[src/rtl/fetch_unit.sv]
// Instruction fetch unit: one outstanding imem request feeding a DEPTH-entry prefetch queue.
// Defining FETCH_PERF_EN adds saturating perf_fetches / perf_flushes counter outputs.
module fetch_unit #(
    parameter int PC_WIDTH    = 22,
    parameter int INSTR_WIDTH = 32,
    parameter int DEPTH       = 4,
    parameter logic [PC_WIDTH-1:0] RESET_PC = {PC_WIDTH{1'b0}}
) (
    input  logic                   clk,
    input  logic                   rst,
    input  logic                   hlt,
    input  logic                   redirect,
    input  logic [PC_WIDTH-1:0]    redirect_pc,
    output logic                   imem_re,
    output logic [PC_WIDTH-1:0]    imem_addr,
    input  logic                   imem_valid,
    input  logic [INSTR_WIDTH-1:0] imem_rdata,
    output logic                   out_valid,
    input  logic                   out_ready,
    output logic [INSTR_WIDTH-1:0] out_instr,
    output logic [PC_WIDTH-1:0]    out_pc,
    output logic [PC_WIDTH-1:0]    pc,
    output logic                   halted
`ifdef FETCH_PERF_EN
    ,
    output logic [15:0]            perf_fetches,
    output logic [15:0]            perf_flushes
`endif
);

    localparam int AW = $clog2(DEPTH);
    localparam int CW = AW + 1;
    localparam logic [CW-1:0]       DEPTH_C = CW'(DEPTH);
    localparam logic [CW-1:0]       ONE_C   = {{(CW-1){1'b0}}, 1'b1};
    localparam logic [AW-1:0]       PONE_C  = {{(AW-1){1'b0}}, 1'b1};
    localparam logic [PC_WIDTH-1:0] PC_ONE_C = {{(PC_WIDTH-1){1'b0}}, 1'b1};

    typedef enum logic [1:0] {
        ST_ISSUE   = 2'd0,
        ST_WAIT    = 2'd1,
        ST_DISCARD = 2'd2,
        ST_HALTED  = 2'd3
    } state_t;

    state_t                 state_r, state_next_s;
    logic                   halt_pend_r, halt_eff_s;
    logic                   issue_s, push_s, pop_s, flush_s;
    logic [PC_WIDTH-1:0]    fetch_pc_r;
    logic [CW-1:0]          count_r;
    logic [AW-1:0]          wr_ptr_r, rd_ptr_r;
    logic [PC_WIDTH-1:0]    mem_pc_r    [DEPTH];
    logic [INSTR_WIDTH-1:0] mem_instr_r [DEPTH];

    // A hlt pulse takes effect in its own cycle and stays pending afterwards.
    assign halt_eff_s = halt_pend_r | hlt;
    assign flush_s    = redirect & (state_r != ST_HALTED);
    assign pop_s      = out_valid & out_ready;

    assign imem_re   = issue_s & ~rst;
    assign imem_addr = rst ? {PC_WIDTH{1'b0}} : fetch_pc_r;
    assign out_valid = (count_r != {CW{1'b0}});
    assign out_instr = out_valid ? mem_instr_r[rd_ptr_r] : {INSTR_WIDTH{1'b0}};
    assign out_pc    = out_valid ? mem_pc_r[rd_ptr_r] : {PC_WIDTH{1'b0}};
    assign pc        = fetch_pc_r;
    assign halted    = (state_r == ST_HALTED);

    // Next-state, request issue and push decision.
    always_comb begin
        state_next_s = state_r;
        issue_s      = 1'b0;
        push_s       = 1'b0;
        case (state_r)
            ST_ISSUE: begin
                if (halt_eff_s) begin
                    state_next_s = ST_HALTED;
                end else if (!redirect && (count_r < DEPTH_C)) begin
                    issue_s      = 1'b1;
                    state_next_s = ST_WAIT;
                end else begin
                    state_next_s = ST_ISSUE;
                end
            end
            ST_WAIT: begin
                if (imem_valid) begin
                    push_s       = ~redirect;
                    state_next_s = halt_eff_s ? ST_HALTED : ST_ISSUE;
                end else if (redirect) begin
                    state_next_s = ST_DISCARD;
                end else begin
                    state_next_s = ST_WAIT;
                end
            end
            ST_DISCARD: begin
                if (imem_valid) begin
                    state_next_s = halt_eff_s ? ST_HALTED : ST_ISSUE;
                end else begin
                    state_next_s = ST_DISCARD;
                end
            end
            ST_HALTED: begin
                state_next_s = ST_HALTED;
            end
            default: begin
                state_next_s = ST_ISSUE;
            end
        endcase
    end

    // FSM state, halt-pending flag and fetch address.
    always_ff @(posedge clk or posedge rst) begin
        if (rst) begin
            state_r     <= ST_ISSUE;
            halt_pend_r <= 1'b0;
            fetch_pc_r  <= RESET_PC;
        end else begin
            state_r     <= state_next_s;
            halt_pend_r <= halt_pend_r | hlt;
            if (flush_s) begin
                fetch_pc_r <= redirect_pc;
            end else if (push_s) begin
                fetch_pc_r <= fetch_pc_r + PC_ONE_C;
            end else begin
                fetch_pc_r <= fetch_pc_r;
            end
        end
    end

    // Queue pointers and occupancy; a redirect empties the queue outright.
    always_ff @(posedge clk or posedge rst) begin
        if (rst) begin
            count_r  <= {CW{1'b0}};
            wr_ptr_r <= {AW{1'b0}};
            rd_ptr_r <= {AW{1'b0}};
        end else if (flush_s) begin
            count_r  <= {CW{1'b0}};
            wr_ptr_r <= {AW{1'b0}};
            rd_ptr_r <= {AW{1'b0}};
        end else begin
            if (push_s) wr_ptr_r <= wr_ptr_r + PONE_C;
            if (pop_s)  rd_ptr_r <= rd_ptr_r + PONE_C;
            case ({push_s, pop_s})
                2'b10:   count_r <= count_r + ONE_C;
                2'b01:   count_r <= count_r - ONE_C;
                default: count_r <= count_r;
            endcase
        end
    end

    // Queue storage; contents are only observed through out_valid.
    always_ff @(posedge clk) begin
        if (push_s) begin
            mem_pc_r[wr_ptr_r]    <= fetch_pc_r;
            mem_instr_r[wr_ptr_r] <= imem_rdata;
        end
    end

`ifdef FETCH_PERF_EN
    logic [15:0] perf_fetches_r, perf_flushes_r;

    // Saturating event counters; neither event can occur once HALTED.
    always_ff @(posedge clk or posedge rst) begin
        if (rst) begin
            perf_fetches_r <= 16'd0;
            perf_flushes_r <= 16'd0;
        end else begin
            if (push_s && (perf_fetches_r != 16'hFFFF)) perf_fetches_r <= perf_fetches_r + 16'd1;
            if (flush_s && (perf_flushes_r != 16'hFFFF)) perf_flushes_r <= perf_flushes_r + 16'd1;
        end
    end

    assign perf_fetches = perf_fetches_r;
    assign perf_flushes = perf_flushes_r;
`endif

endmodule

[config.mk]
export PLATFORM = sky130hd
export DESIGN_NAME = fetch_unit
export DESIGN_NICKNAME = d
export VERILOG_FILES = /design/src/rtl/fetch_unit.sv
export SDC_FILE = /design/constraint.sdc
export NUM_CORES = 1
export LEC_CHECK = 0
export ABC_AREA = 1
export CORE_ASPECT_RATIO = 2
export CORE_MARGIN = 4
export CORE_UTILIZATION = 49
export CTS_BUF_LIST = sky130_fd_sc_hd__clkbuf_16
export DETAILED_ROUTE_END_ITERATION = 10
export MAX_ROUTING_LAYER = met4
export PLACE_DENSITY = 0.76
export SYNTH_ARGS = -nofsm -noshare
export SYNTH_HDL_FRONTEND = slang
export SYNTH_SLANG_ARGS = --single-unit
[constraint.sdc]
create_clock -name clk -period 3.51 [get_ports clk]
set_clock_uncertainty 0.05 [all_clocks]
set_input_delay 0.8775 -clock clk [delete_from_list [all_inputs] [get_ports clk]]
set_output_delay 0.8775 -clock clk [all_outputs]
set_load 0.02 [all_outputs]
# == After elaboration in Yosys (flattened, before gate mapping) ==
# Memory sizes are Yosys's and may differ from the RTL's.
# Index checks and enable logic that the tools add are counted.
# classes
add_sub_neg,5
n_mul,0
n_div,0
order_cmp,1
eq_ne,6
shift,0
muxes,25
bitwise_logic,6
reduce_logical,7
# ops
operator,count
22-bit 2-to-1 mux,4
32-bit 2-to-1 mux,1
22-bit by 1-bit adder with 22-bit output (second input constant),1
2-bit 2-to-1 mux,9
1-bit 2-to-1 mux,8
2-bit case mux with 4 select lines,1
2-bit == test (second input constant),3
3-bit case mux with 2 select lines,1
3-bit nonzero test,2
2-bit by 1-bit adder with 2-bit output (second input constant),2
2-bit by 1-bit == test with 1-bit output (second input constant),2
2-bit nonzero test,2
3-bit by 1-bit adder with 3-bit output (second input constant),1
1-bit bitwise AND,3
3-bit < comparator (second input constant),1
3-bit 2-to-1 mux,1
3-bit by 1-bit subtractor with 3-bit output (second input constant),1
2-bit zero test,1
2-bit inequality test (second input constant),1
1-bit NOT,2
1-bit logical AND,1
1-bit zero test,1
1-bit bitwise OR,1
# totals
register_bits,32
latch_bits,0
mem_bits_rw,216
rom_bits,0
output_inout_bits,101
elab_cells,58
mem_count,2
# mem_list
memory,depth,word_bits,rd,rd_ports_with_merged_regs,write_ports,line,source
mem_instr_r,4,32,1,0,1,52,logic [INSTR_WIDTH-1:0] mem_instr_r [DEPTH];
mem_pc_r,4,22,1,0,1,51,logic [PC_WIDTH-1:0] mem_pc_r [DEPTH];

# == Longest topological paths before layout ==
# depth
ltp_word,6
depth_mapped,11

# == Worst setup path after synthesis ==
# Ideal clock, no wire load.
# synth_timing
path_type,in2reg
startpoint,input redirect
endpoint,memory mem_instr_r[0][0] (enable)
setup_time_ps,466
arrival_ps,3459
t_required_ps,2994
slack_ps,-465
path_stages,4
n_path_buf,1
path_cell_list,inv_1 -> nand4_2 -> buf_6 -> nor2_1
# synth_between
elab_chain_len,5
# synth_rtl
element,line,source
from (decl),12,"input logic redirect,"
1-bit NOT,85,push_s = ~redirect;
1-bit 2-to-1 mux,84,if (imem_valid) begin
1-bit 2-to-1 mux,72,case (state_r)
1-bit 2-to-1 mux,151,if (push_s) begin
1-bit 2-to-1 mux (not written as such),153,mem_instr_r[wr_ptr_r] <= imem_rdata;
to (decl),52,
# No other way between the ends.

# == Worst setup path after layout ==
# layout_timing
startpoint,register rd_ptr_r[0]
endpoint,output out_instr[31]
# layout_between
elab_chain_len,2
# layout_rtl
element,line,source
from (decl),50,"logic [AW-1:0] wr_ptr_r, rd_ptr_r;"
from (signal assigned),133,rd_ptr_r <= {AW{1'b0}};
from (signal assigned),137,rd_ptr_r <= {AW{1'b0}};
from (signal assigned),140,if (pop_s) rd_ptr_r <= rd_ptr_r + PONE_C;
memory 4 x 32 bit,--,
32-bit 2-to-1 mux,62,assign out_instr = out_valid ? mem_instr_r[rd_ptr_r] : {INSTR_WIDTH{1'b0}};
to (decl),20,"output logic [INSTR_WIDTH-1:0] out_instr,"
# No other way between the ends.

==> flow_summary.toml <==
[status]
status = "completed"

[floorplan]
io_pins = 161
dieArea_mm2 = 0.0243
dieHeight_um = 217
fp.coreArea_mm2 = 0.0215
initial_core_util_pct = 49.6
fp.dieW_um = 112
row_count = 76

[synthesis]
yosys.cell_types.count = 36
synthTopCellsByArea = "edfxtp_1, nor2_1, dfrtp_1, o21ai_0, nand2_1"
synth_nets = 1064
synth_seq_cells = 248
yosys-top-cells-count = "nor2_1, edfxtp_1, o21ai_0"
async_flop_share_pct = 12.9
synth_ff_type = "edfxtp_1"
syn-cell-area_mm2 = 0.0107
yosys.area.top_type = "edfxtp_1"
synth_cells = 998
yosysWarnings = 0
synth_sequential_area_ratio_pct = 68.3
synth.avg_cell_area_um2 = 10.7
synth_most_common_cell = "nor2_1"
yosysTopAreaCellShare_pct = 60.8
synth_enable_flop_cells = 216

[grt]
grt_overflow = 0
track_usage_pct = 21.0
grt_start_max_net_pins = 63
antenna_found_initial = 1
grt_pass1_vias = 7716
grt_first_pass_wirelength_um = 39600

[detailed_routing]
first_pass_iters = 5
drc = 0
via_count = 7684
wirelength_um = 25200
vias_per_cell = 5.30
ant_nets = 0
drt_iter0_drc = 407
wl_per_cell_um = 17.4

[power_and_ir_drop]
p_leak_nw = 4.96
ir_drop_v = 0.000407
power_density_mw_per_mm2 = 715
p_total_mw = 9.57

[final_layout]
area_growth_pct = 25.5
nFillCells = 1698
utilization_pct = 62.3
drive_gt1_share_pct = 8.07
nets = 1229

[sta]
final_max_slew_viol_count = 0
timing.slew.headroom_pct = 54.5
hold_ws_ns = 0.486
min_period_over_period_pct = 96.7
setup_viol = 0
finalHoldViolCount = 0
period_minus_slack_ns = 3.39
rsz0062_at_grt = "no"
tightest_slew_ns = 0.682
fmax_mhz = 295

[setup_path]
rr_endpoint = "count_r[2]"
r2r_slack_ns = 1.39
cp_max_fo = 26
critPathArrivalTime_ns = 2.47
cp-endpoint = "out_instr[31]"
cp-startpoint = "rd_ptr_r[0]"
crit_path_end_kind = "output port"
crit_required_ns = 2.58
rr_startpoint = "count_r[2]"
crit_path_start_kind = "flip-flop"
worst-setup-path-type = "reg2out"
r2r_cells = 11

[cts]
htreeDepth = 1
cts_hold_buf = 0
cts.clk_slew.worst_paths_ns = 0.07
clk_latency_ns = 0.48
numCtsBuffers = 21
clockBufferDepth = 3
cts_tree = "built"
clock-sinks = 248
cts_root_buffer = "clkbuf_16"

[place]
hpwlAfterDp_um = 16400
portBuffers = 160
place.gp.congestion = 0.878

[worst_hold_path]
hold_class = "reg2reg"

[run]
maxCapViolations = 0
[per-stage QoR]
stage / instance area, µm² / instances / setup TNS (ns) / worst slack (ns)
6_report: 13400 / 1451 / 0 / 0.116
5_1_grt: 13400 / 1451 / 0 / 0.00528
4_1_cts: 13400 / 1447 / 0 / 0.0205
3_5_place_dp: 12700 / 1407 / 0 / 0.145
3_3_place_gp: 12700 / 1407 / 0 / 0.171
2_1_floorplan: 10700 / 998 / -100.48 / -0.465
[per-layer routing]
layer | vias up | share of wire (%) | GRT usage, %
li1 | 3735 | - | -
met1 | 3681 | 37 | 23.2
met2 | 210 | 55 | 38.6
met3 | 58 | 4.0 | 1.96
met4 | 0 | 3.7 | 8.10
met5 | - | 0 | -
[cell families after synthesis]
kind of cell	share of synthesized area, %
AO/OA/AOI/OAI	10.2
XOR/XNOR	0.164
adder cells (fa/ha/maj)	0.774
buffers and inverters	4.71
flip-flops	68.3
AND/OR/NAND/NOR	15.9
[final cells by class]
class,count,area [µm²],share of cell area [%]
timing repair buffer,193,1950,14.6
tap,273,342,2.55
clock buffer,21,526,3.92
clock inverter,16,120,0.897
inverter,64,250,1.87
sequential,248,7290,54.5
multi-input combinational,635,2910,21.7
antenna,1,2.50,0.0187
[worst min-delay path by stage]
stage	startpoint	end	slack [ns]	cells past startpoint
floorplan	halt_pend_r	halt_pend_r	0.43	1
global placement	halt_pend_r	halt_pend_r	0.46	1
detailed placement	halt_pend_r	halt_pend_r	0.45	1
CTS	halt_pend_r	halt_pend_r	0.47	1
global route	halt_pend_r	halt_pend_r	0.50	1
finish	halt_pend_r	halt_pend_r	0.49	1
[worst max-delay path, cell delays in order, from the launching register on]
cell             delay, ns
dfrtp_4               0.50
buf_4                 0.32
nor2_1                0.08
nor2_1                0.08
o21ai_0               0.11
a21oi_1               0.23
clkdlybuf4s50_1       0.65
[state kept, by name (all words and copies together) (netlist names)]
signal,count
mem_pc_r,88
mem_instr_r,128
count_r,3
rd_ptr_r,2
pc,22
wr_ptr_r,2
state_r,2
halt_pend_r,1
[power breakdown]
| group | switching [mW] | internal [mW] |
|---|---|---|
| Combinational | 2.38 | 1.67 |
| Clock | 0.996 | 1.18 |
| Sequential | 0.0869 | 3.25 |
[layout by cell type, fill, tap and decap left out, types with 4 or more instances in the layout]
cell	instances
dfrtp_1	30
nor2_1	261
ha_1	5
clkdlybuf4s50_1	154
o21ai_1	8
clkbuf_16	21
edfxtp_1	216
nand2_1	99
buf_4	26
nor2_2	6
nand2_2	4
nand3_1	27
o211ai_1	4
buf_12	8
inv_1	63
nand4_1	4
a21oi_1	63
nor2_4	4
o21ai_0	126
[what timing repair did]
action	4_1_cts	5_1_grt
resized for setup	5	3
buffers inserted	3	3
endpoints found under the setup margin	46	12
pin swaps	0	0
No activity file was read; power rests on OpenSTA's default activity.
